`src/rtl/divider_pkg.sv`:
```
// divider_pkg: shared core types for the divider FSM and ALU operation codes.
package divider_pkg;
  typedef enum logic [1:0] {IDLE, INIT, WORK, FIXUP} div_state_e;
  typedef enum logic [2:0] {ALU_ADD, ALU_SUB, ALU_AND, ALU_OR, ALU_XOR, ALU_MUL, ALU_DIV} alu_op_e;
  localparam logic [3:0] WORD_LAST = 4'd15;
  localparam logic [3:0] BYTE_LAST = 4'd7;
endpackage

```
`src/rtl/divider.sv`:
```
// divider: 8086-style DIV/IDIV, restoring division one quotient bit per cycle.
module divider
  import divider_pkg::*;
(
  input  logic        clk,
  input  logic        reset,
  input  logic        start,
  input  logic        is_8_bit,
  input  logic        is_signed,
  input  logic [31:0] dividend,
  input  logic [15:0] divisor,
  output logic [15:0] quotient,
  output logic [15:0] remainder,
  output logic        busy,
  output logic        complete,
  output logic        error
);
  function automatic logic [15:0] neg16(input logic [15:0] x);
    return ~x + 16'd1;
  endfunction
  function automatic logic [15:0] abs16(input logic [15:0] x, input logic s);
    return s ? neg16(x) : x;
  endfunction
  function automatic logic [31:0] abs32(input logic [31:0] x, input logic s);
    return s ? ~x + 32'd1 : x;
  endfunction
  div_state_e  state_q, state_d;
  logic [31:0] dd_q, dd_d;
  logic [15:0] dv_q, dv_d, dvs_q, dvs_d, acc_q, acc_d, sh_q, sh_d, quot_q, quot_d, rem_q, rem_d;
  logic [3:0]  cnt_q, cnt_d;
  logic        byte_q, byte_d, sgn_q, sgn_d, negq_q, negq_d, negr_q, negr_d, cmp_q, cmp_d, err_q, err_d;
  logic        sdd, sdv, init_err, ge, last, ovf;
  logic [31:0] mdd_w;
  logic [15:0] mdd_b, mdv_b, mdv_w, mdv, hi, lo, diff, qn, rn;
  logic [16:0] t;
  assign sdd = sgn_q & (byte_q ? dd_q[15] : dd_q[31]);
  assign sdv = sgn_q & (byte_q ? dv_q[7] : dv_q[15]);
  assign mdd_w = abs32(dd_q, sdd);
  assign mdd_b = abs16(dd_q[15:0], sdd);
  assign mdv_b = abs16({{8{sdv}}, dv_q[7:0]}, sdv);
  assign mdv_w = abs16(dv_q, sdv);
  assign mdv = byte_q ? mdv_b : mdv_w;
  assign hi = byte_q ? {8'h00, mdd_b[15:8]} : mdd_w[31:16];
  assign lo = byte_q ? {mdd_b[7:0], 8'h00} : mdd_w[15:0];
  // upper half >= divisor means the quotient cannot fit the destination
  assign init_err = (mdv == 16'h0000) || (hi >= mdv);
  assign t = {acc_q, sh_q[15]};
  assign ge = t >= {1'b0, dvs_q};
  assign diff = t[15:0] - dvs_q;
  assign last = cnt_q == (byte_q ? BYTE_LAST : WORD_LAST);
  assign ovf = sgn_q & (byte_q ? sh_q > 16'h007F : sh_q > 16'h7FFF);
  assign qn = negq_q ? neg16(sh_q) : sh_q;
  assign rn = negr_q ? neg16(acc_q) : acc_q;
  always_ff @(posedge clk) begin
    if (reset) begin
      state_q <= IDLE;
      dd_q    <= '0;
      dv_q    <= '0;
      dvs_q   <= '0;
      acc_q   <= '0;
      sh_q    <= '0;
      quot_q  <= '0;
      rem_q   <= '0;
      cnt_q   <= '0;
      byte_q  <= 1'b0;
      sgn_q   <= 1'b0;
      negq_q  <= 1'b0;
      negr_q  <= 1'b0;
      cmp_q   <= 1'b0;
      err_q   <= 1'b0;
    end else begin
      state_q <= state_d;
      dd_q    <= dd_d;
      dv_q    <= dv_d;
      dvs_q   <= dvs_d;
      acc_q   <= acc_d;
      sh_q    <= sh_d;
      quot_q  <= quot_d;
      rem_q   <= rem_d;
      cnt_q   <= cnt_d;
      byte_q  <= byte_d;
      sgn_q   <= sgn_d;
      negq_q  <= negq_d;
      negr_q  <= negr_d;
      cmp_q   <= cmp_d;
      err_q   <= err_d;
    end
  end
  always_comb begin
    state_d = state_q;
    unique case (state_q)
      IDLE:    state_d = start ? INIT : IDLE;
      INIT:    state_d = init_err ? IDLE : WORK;
      WORK:    state_d = last ? FIXUP : WORK;
      default: state_d = IDLE;
    endcase
  end
  always_comb begin
    dd_d   = dd_q;
    dv_d   = dv_q;
    byte_d = byte_q;
    sgn_d  = sgn_q;
    dvs_d  = dvs_q;
    acc_d  = acc_q;
    sh_d   = sh_q;
    cnt_d  = cnt_q;
    negq_d = negq_q;
    negr_d = negr_q;
    quot_d = quot_q;
    rem_d  = rem_q;
    cmp_d  = 1'b0;
    err_d  = 1'b0;
    unique case (state_q)
      IDLE: if (start) begin
        dd_d   = dividend;
        dv_d   = divisor;
        byte_d = is_8_bit;
        sgn_d  = is_signed;
      end
      INIT: begin
        dvs_d  = mdv;
        acc_d  = hi;
        sh_d   = lo;
        cnt_d  = '0;
        negq_d = sdd ^ sdv;
        negr_d = sdd;
        cmp_d  = init_err;
        err_d  = init_err;
      end
      WORK: begin
        acc_d = ge ? diff : t[15:0];
        sh_d  = {sh_q[14:0], ge};
        cnt_d = cnt_q + 4'd1;
      end
      default: begin
        cmp_d = 1'b1;
        err_d = ovf;
        if (!ovf) begin
          quot_d = byte_q ? {8'h00, qn[7:0]} : qn;
          rem_d  = byte_q ? {8'h00, rn[7:0]} : rn;
        end
      end
    endcase
  end
  assign quotient  = quot_q;
  assign remainder = rem_q;
  assign busy      = state_q != IDLE;
  assign complete  = cmp_q;
  assign error     = err_q;
endmodule

```
`config.mk`:
```
export PLATFORM = sky130hd
export DESIGN_NAME = divider
export DESIGN_NICKNAME = d
export VERILOG_FILES = /design/src/rtl/divider_pkg.sv /design/src/rtl/divider.sv
export SDC_FILE = /design/constraint.sdc
export NUM_CORES = 1
export LEC_CHECK = 0
export BUFFER_PORTS_ARGS = -buffer_cell sky130_fd_sc_hd__buf_2
export CORE_UTILIZATION = 48
export CTS_CLUSTER_DIAMETER = 150
export DETAILED_ROUTE_END_ITERATION = 8
export PLACE_DENSITY = 0.7
export SLEW_MARGIN = 20
export SYNTH_ARGS = -nofsm -noshare
export SYNTH_HDL_FRONTEND = slang
export SYNTH_SLANG_ARGS = --single-unit
```
`constraint.sdc`:
```
create_clock -name clk -period 3.8 [get_ports clk]
set_clock_uncertainty 0.1 [all_clocks]
set_input_delay 0.38 -clock clk [delete_from_list [all_inputs] [get_ports clk]]
set_output_delay 0.38 -clock clk [all_outputs]
set_load 0.02 [all_outputs]
```
# Word-level counts from Yosys, hierarchy flattened

Cells that the tools add are included.

Bits in registers: 140
Bits in latches: 0
Bits in writable memories: 0
ROM bits: 0
Input bits: 53
Output and inout bits: 35
Word-level logic and storage cells: 76
Memories: 0

Add/subtract/negate cells: 8
Multipliers: 0
Divide/modulo/power cells: 0
Order comparisons: 4
Equal/unequal tests: 3
Shifts and indexed selects: 0
Multiplexer cells: 25
Bitwise gates (word level): 12
Reductions and logical operators: 9

Operators with widths:

| kind                  | count |
|---|---|
| $mux 16               | 11 |
| $add 16x1->16 const B | 5 |
| $not 16->16           | 5 |
| $pmux 16 s2           | 2 |
| $add 32x1->32 const B | 1 |
| $mux 32               | 1 |
| $not 32->32           | 1 |
| $ge 17x16->1          | 1 |
| $ge 16x16->1          | 1 |
| $gt 16x15->1 const B  | 1 |
| $gt 16x7->1 const B   | 1 |
| $logic_not 16->1      | 1 |
| $sub 16x16->16        | 1 |
| $pmux 4 s2            | 1 |
| $pmux 2 s3            | 1 |
| $mux 1                | 5 |
| $add 4x1->4 const B   | 1 |
| $eq 4x4->1            | 1 |
| $mux 4                | 1 |
| $pmux 1 s2            | 2 |
| $reduce_and 2->1      | 2 |
| $reduce_bool 2->1     | 2 |
| $and 1x1->1           | 3 |
| $reduce_or 3->1       | 1 |
| 8 further kinds       | 9 |

# Logic depth before layout (Yosys ltp)

Gate-level depths: netlist of run 1.

Depth after elaboration: 10
Depth in mapped cells: 17
Gate-level depth less buffers: 16

# Least setup slack after synthesis of run 1

OpenSTA, ideal clock, no wires.

Kind: register to register
From: register dd_q[4]
To: register state_q[1]
Library setup time: 0.116 ns
Arrival: 3.284 ns
Required time: 3.584 ns
Slack: 0.300 ns
Cell stages (with the launch flop): 15
Path buffers: 0
Period minus slack after synthesis: 3.500 ns
Path through: dfxtp_1 -> or4_1 -> nor4_2 -> nand3_1 -> o31ai_1 -> xor2_1 -> nor2_1 -> ha_1 -> o21a_1 -> o21ai_0 -> nand2b_1 -> o2111ai_1 -> a211o_1 -> o311a_4 -> a41o_1

Longest elaborated chain between the ends: 8
Elaborated cells between the ends (all ways): 11
Classes of those cells: add/sub (2); order compare (1); mux (5); bitwise (2); reduce/logical (1)

RTL lines:

| what                                                  | line                         | text |
|---|---|---|
| start: declaration                                    | divider.sv:28                | `logic [31:0] dd_q, dd_d;` |
| start signal: assignment                              | divider.sv:57                | `dd_q <= '0;` |
| start signal: assignment                              | divider.sv:73                | `dd_q <= dd_d;` |
| $not 32->32 / $not 16->16 (equally long branches)     | divider.sv:25, divider.sv:19 |  |
| $add 32x1->32 / $add 16x1->16 (equally long branches) | divider.sv:25, divider.sv:19 |  |
| $mux 32 / $mux 16 (equally long branches)             | divider.sv:25, divider.sv:22 |  |
| $mux 16 (*)                                           | divider.sv:43                | `assign hi = byte_q ? {8'h00, mdd_b[15:8]} : mdd_w[31:16];` |
| $ge 16x16->1 (*)                                      | divider.sv:46                | `assign init_err = (mdv == 16'h0000) \|\| (hi >= mdv);` |
| $logic_or 1x1->1 (*)                                  | divider.sv:46                |  |
| $mux 2 (*)                                            | divider.sv:93                | `INIT: state_d = init_err ? IDLE : WORK;` |
| $pmux 2 s3 (*)                                        | divider.sv:91                | `unique case (state_q)` |
| end signal: assignment                                | divider.sv:72                | `state_q <= state_d;` |
| end: declaration                                      | divider.sv:27                | `div_state_e state_q, state_d;` |

Mark *: on every way between the ends. The rest lies on a longest branch, timed or not.
A chain may end at the register's enable or synchronous reset.

# Final worst setup path of run 1

From: register dd_q[11]
To: register state_q[1]

Same word-level chain as after synthesis.

==> results of run 1 <==
## registers in the layout, indices dropped and copies added (netlist names), 2 cells and up
name / count
dd_q: 32
acc_q: 16
dv_q: 16
dvs_q: 16
quotient: 16
remainder: 16
sh_q: 16
cnt_q: 4
state_q: 2
## placed cells by master, fill, tap and decap left out, types with 34 or more instances in the layout
| master | netlist | routed |
|---|---|---|
| buf_4 | 1 | 34 |
| inv_1 | 40 | 40 |
| o21ai_0 | 50 | 47 |
| ha_1 | 42 | 41 |
| nand2_1 | 174 | 173 |
| nor2_1 | 128 | 128 |
| xnor2_1 | 36 | 36 |
| dfxtp_1 | 140 | 138 |
| xor2_1 | 43 | 42 |
| buf_2 | 5 | 86 |
| a21oi_1 | 113 | 113 |
## final cells by class
class,instances,area [µm²]
clock buffer,19,453
fill,1601,7370
clock inverter,13,164
inverter,41,154
tap,225,282
multi-input combinational,864,5420
timing repair buffer,121,706
sequential,140,2810
## worst max-delay path: stages (launching register included)
cell,delay [ns]
dfxtp_4,0.36
or4_4,0.56
nor4b_4,0.33
and4_4,0.32
nand3_4,0.11
o31ai_4,0.26
xor2_1,0.22
nor2_1,0.08
ha_1,0.31
o21ai_1,0.08
nand2b_1,0.10
o2111ai_2,0.11
a211o_1,0.32
o311a_4,0.13
a41o_1,0.21
## per-layer routing
layer | vias up | share of wire (%) | GRT usage, % | wire length [µm]
li1 | 4061 | - | - | -
met1 | 3670 | 48 | 36.1 | 11000
met2 | 285 | 44 | 38.2 | 10000
met3 | 33 | 6.2 | 4.49 | 1420
met4 | 0 | 1.9 | 7.87 | 441
met5 | - | 0 | 0 | 0
## stage by stage
stage               instance area (µm²)  utilization [%]  setup TNS [ns]  setup slack [ns]  total power [µW]
floorplan                          8540                -               0             0.300              3100
global placement                   9230             53.2               0             0.130              3570
detailed placement                 9230             53.2         -0.0194           -0.0124              3600
CTS                                9850             56.8               0           0.00653              5340
global route                       9980             57.5          -0.109           -0.0522              5710
finish                             9980             57.5               0            0.0996              5410
## Yosys cell counts, drive strengths merged, types with 14 or more instances
master,number
mux2i,15
ha,42
o31ai,16
nor3,29
inv,40
o21ai,52
clkbuf,56
a21oi,113
xnor2,36
nor2,128
dfxtp,140
xor2,43
nand2,174
nand2b,15
buf,14
or3,15
a211oi,30
## what timing repair did
action | CTS | global route
gates resized for setup | 1 | 23
pin swaps | 0 | 11
hold endpoints to repair | 0 | 0
setup buffers | 0 | 4
setup endpoints to repair | 2 | 3
## worst max path at each step
stage / from / end / slack [ns] / cells after the start
after floorplan: dd_q[4] / state_q[1] / 0.30 / 14
after global placement: dd_q[11] / state_q[1] / 0.13 / 14
after detailed placement: dd_q[5] / error / -0.01 / 14
after CTS: dd_q[5] / state_q[1] / 0.007 / 14
after global routing: dd_q[11] / state_q[1] / -0.05 / 14
final: dd_q[11] / state_q[1] / 0.1 / 14
## power by group through the flow
stage	sequential (µW)	clock, µW	combinational [µW]
after global routing	1780	1830	2100
final	1760	1740	1900
after CTS	1750	1760	1830
after floorplan	1740	0	1360
after detailed placement	1790	0	1810
after global placement	1780	0	1790
## kinds of logic (layout without fill, tap and decap cells)
group | after synthesis | count (layout) | synth area share, %
simple gates | 421 | 421 | 22.1
compound gates | 298 | 298 | 22.7
flops | 140 | 140 | 32.8
buf+inv | 111 | 194 | 5.01
xor+xnor | 79 | 79 | 8.11
fa+ha+maj | 43 | 43 | 6.39
mux | 23 | 23 | 2.81
==> flow_summary.yaml, run 1 <==
clock_network:
  cts_root_buf: "clkbuf_16"
  cts.sinks: 140
  clkTransAtPathRegs_ns: 0.06
  clk_latency_ns: 0.42
  cts_tree: "built"
  ctsHoldBuffers: 0
  cts_buffer_depth: 2
  htree_levels: 4
  cts_buffers: 17
sta:
  drv_slew: 0
  slew_headroom_pct: 48.5
  timing.hold.ws_ns: 0.0884
  finalHoldViolations: 0
  period_share_pct: 97.4
  final-setup-viol-count: 0
  fmax_mhz: 270
  layout_min_cycle_time_ns: 3.70
  worst_pin_slew_ns: 0.773
power:
  power_frac_seq_pct: 32.6
  swShare_pct: 36.0
  switchingPower_uw: 1950
  p_per_area_nw_per_um2: 542
  pwr-share-comb_pct: 35.2
  p_int_uw: 3460
  ir_drop_mv: 0.377
  pwr-share-clk_pct: 32.2
  power.leakage_uw: 0.00394
die:
  fp-row-count: 48
  dieArea_um2: 18300
  core-area_um2: 17400
  die_y_um: 135
  die_w_um: 135
  num_io_pins: 88
  initial_core_util_pct: 49.2
job:
  maxCapViolCount: 0
critical_path:
  cp_max_fo: 5
  worstSetupEndpointType: "flip-flop"
  worstPathRequired_ns: 4.01
  timing.rr.end: "state_q[1]"
  worstPathArrival_ns: 3.91
  reg2reg_slack_ns: 0.1
  worstSetupPathType: "flip-flop to flip-flop"
  r2r-start: "dd_q[11]"
  r2r_cells: 14
  crit_path_start_kind: "flip-flop"
route:
  drc_errors: 0
  dr_total_vias: 8049
  wire_per_inst_um: 16.1
  viasPerCell: 5.66
  wl_um: 22900
  first_pass_iters: 5
  drt_iter0_markers: 516
  drtAntennaViolNets: 0
synth:
  synth_area_um2: 8540
  ys_ff_latch: 140
  synth_area_leader_cell: "dfxtp_1"
  syn_nets: 1211
  yosys-top-cells-area: "dfxtp_1 33%, nand2_1 7.7%, a21oi_1 6.6%, ha_1 6.2%, nor2_1 5.6%"
  synth_flop_cell: "dfxtp_1"
  avgSynthCellArea_um2: 7.66
  synth-async-reset-ratio_pct: 0
  netlist-cell-type-count: 77
  ys_seq_area_share_pct: 32.8
  synth_top_area_share_pct: 32.8
  syn_inst: 1115
  synth_edf_count: 0
  yosysWarnings: 0
global_routing:
  grt_antenna_before_repair: 0
  grt_start_max_net_pins: 69
  grt_pass1_wl_um: 36200
  grt_overflow: 0
  first_global_vias: 7107
  groute.usage.overall_pct: 25.2
layout:
  num_antenna_cells: 0
  nets: 1281
  area_growth_pct: 17.0
  drive_gt1_share_pct: 16.1
  fin_cells: 1423
place:
  routabilityCongestion: 0.972
  place.port_buffers: 87
  dp_hpwl_um: 16600
  placed_cells: 1387
min_path:
  min_path_type: "input port to flip-flop"
  worstHoldPathCells: 3
  whs_endpoint: "dv_q[8]"
  min-delay-start: "divisor[8]"
run_status:
  outcome: "finished clean"
Note: power is estimated with default switching activity, not from simulation.
==> inputs of run 2 (changes only) <==
==> constraint.sdc (replaced) <==
create_clock -name clk -period 3.8 [get_ports clk]
set_clock_uncertainty 0.1 [all_clocks]
set_input_delay 0.19 -clock clk [delete_from_list [all_inputs] [get_ports clk]]
set_output_delay 0.19 -clock clk [all_outputs]
set_load 0.02 [all_outputs]
==> run 2 against run 1 <==
  * Critical endpoint is now complete
  * Sequential power about the same
  * Non-clock buffer count grew 44
  * Largest power group unchanged
  * Global-route usage is 0.89 points higher
  * Largest cell class unchanged
  * Cell area is 3.8% higher
  * Worst setup slack gained 0.047 ns
  * Clock-buffer cell count increased by 4
  * Maximum frequency increased by 1.3%
  * Sequential cell count did not move
==> flow_summary.yaml, run 2 (synthesis gave the netlist of run 1 again) <==
critical_path:
  worst-path-buf-inv: 1
  cp.depth: 14
  r2r_cells: 14
  cp_slowest_cell: "or4_4"
  cp_max_fo: 5
  worstPathCellList: "or4_4 > nor4b_4 > buf_4 > nand3_1 > nor2_1 > a21oi_1 > xnor2_1 > nor2_1 > ha_1 > a21o_1 > a21o_1 > a21oi_1 > o311a_4 > o21ai_0"
  worstSetupPathType: "flip-flop to flip-flop"
  critPathLaunch: "dd_q[11]"
  crit_path_end: "complete"
  worstPathArrival_ns: 3.85
  timing.rr.end: "complete"
  crit_path_start_kind: "flip-flop"
  worstSetupEndpointType: "flip-flop"
  r2r-start: "dd_q[11]"
  worstPathRequired_ns: 4.00
  max_stage_delay_ns: 0.55
  crit_family: "simple AND/OR/NAND/NOR gates"
  reg2reg_slack_ns: 0.15
power:
  power.leakage_uw: 0.00409
  pwr-share-clk_pct: 30.9
  power_frac_seq_pct: 33.3
  p_per_area_nw_per_um2: 510
  p_int_uw: 3370
  ir_drop_mv: 0.363
  switchingPower_uw: 1920
  pwr-share-comb_pct: 35.8
  swShare_pct: 36.3
sta:
  setup_ws_ns: 0.147
  final-setup-viol-count: 0
  period_share_pct: 96.1
  fmax_mhz: 274
  worst_pin_slew_ns: 0.975
  layout_min_cycle_time_ns: 3.65
  drv_slew: 0
  finalHoldViolations: 0
  slew_headroom_pct: 35.0
die:
  die_w_um: 135
  core-area_um2: 17400
  num_io_pins: 88
  initial_core_util_pct: 49.2
  die_y_um: 135
  fp-row-count: 48
  dieArea_um2: 18300
layout:
  ff_latch_area_um2: 2810
  num_antenna_cells: 0
  fillers: 1563
  fin_area_um2: 10400
  multi_input_area_um2: 5400
  area_growth_pct: 21.4
  final_cell_mix: "174 x nand2_1, 138 x dfxtp_1, 127 x nor2_1"
  largest_reg_flops: 32
  nets: 1325
  drive_gt1_share_pct: 14.5
  regMostFlops: "dd_q"
  final_common_cell: "nand2_1"
global_routing:
  grt_overflow: 0
  groute.usage.overall_pct: 26.1
  first_global_vias: 7403
  grt_antenna_before_repair: 0
  grt_pass1_wl_um: 37700
  grt_start_max_net_pins: 91
clock_network:
  cts_buffer_depth: 2
  cts_buffers: 17
  cts_tree: "built"
  clkTransAtPathRegs_ns: 0.06
  cts_root_buf: "clkbuf_16"
  clk_latency_ns: 0.43
  cts.sinks: 140
  htree_levels: 4
job:
  maxCapViolCount: 0
place:
  post_dp_cell_area_um2: 9190
  place_ws_ns: 0.0401
  routabilityCongestion: 0.948
  dp_hpwl_um: 16400
  place.port_buffers: 87
route:
  drt_iter0_markers: 668
  wl_um: 23600
  drtAntennaViolNets: 0
  viasPerCell: 5.60
  dr_total_vias: 8222
  drc_errors: 0
  first_pass_iters: 5
  wire_per_inst_um: 16.1
min_path:
  min_path_type: "input port to flip-flop"
  worstHoldPathCells: 2
run_status:
  outcome: "finished clean"
-- run 2: power groups by stage --
stage	clock network, µW	logic (µW)	registers [µW]
after global placement	0	1760	1780
final	1640	1890	1760
after global routing	1720	2090	1780
after detailed placement	0	1770	1780
after CTS	1650	1830	1750
after floorplan	0	1360	1740
-- run 2: layout make-up --
class,instances,area share [%]
clock inverters,9,1.11
well taps,225,2.72
repair buffers,165,11.1
clock buffers,23,4.42
multi-input cells,864,52.1
inverters,41,1.49
flip-flops and latches,140,27.1
-- run 2: timing repair --
action / CTS / global route
setup endpoints to repair: 0 / 3
hold buffers: 50 / 0
setup buffers: 0 / 1
gates resized for setup: 0 / 17
hold endpoints to repair: 50 / 0
-- run 2: stage by stage --
stage          util, %  std cells  power (µW)  setup TNS [ns]  hold slack (ns)
6_report          59.7       1467        5290               0            0.101
5_1_grt           59.7       1467        5600          -0.103            0.118
4_1_cts           59.1       1466        5230               0           0.0992
3_5_place_dp      53.0       1384        3560               0            0.336
3_3_place_gp      53.0       1384        3540               0            0.332
2_1_floorplan        -       1115        3100               0            0.226
-- run 2: how the worst min path moves through the flow --
stage | startpoint | endpoint | slack, ns
after detailed placement | dividend[31] | dd_q[31] | 0.34
after global routing | reset | remainder[6] | 0.12
after floorplan | dividend[31] | dd_q[31] | 0.23
after global placement | divisor[13] | dv_q[13] | 0.33
after CTS | reset | remainder[12] | 0.1
final | reset | remainder[13] | 0.10
-- run 2: layer usage --
metal,wire [µm],track usage [%]
met1,11300,36.2
met2,10400,39.9
met3,1430,4.86
met4,557,9.99
met5,0,0
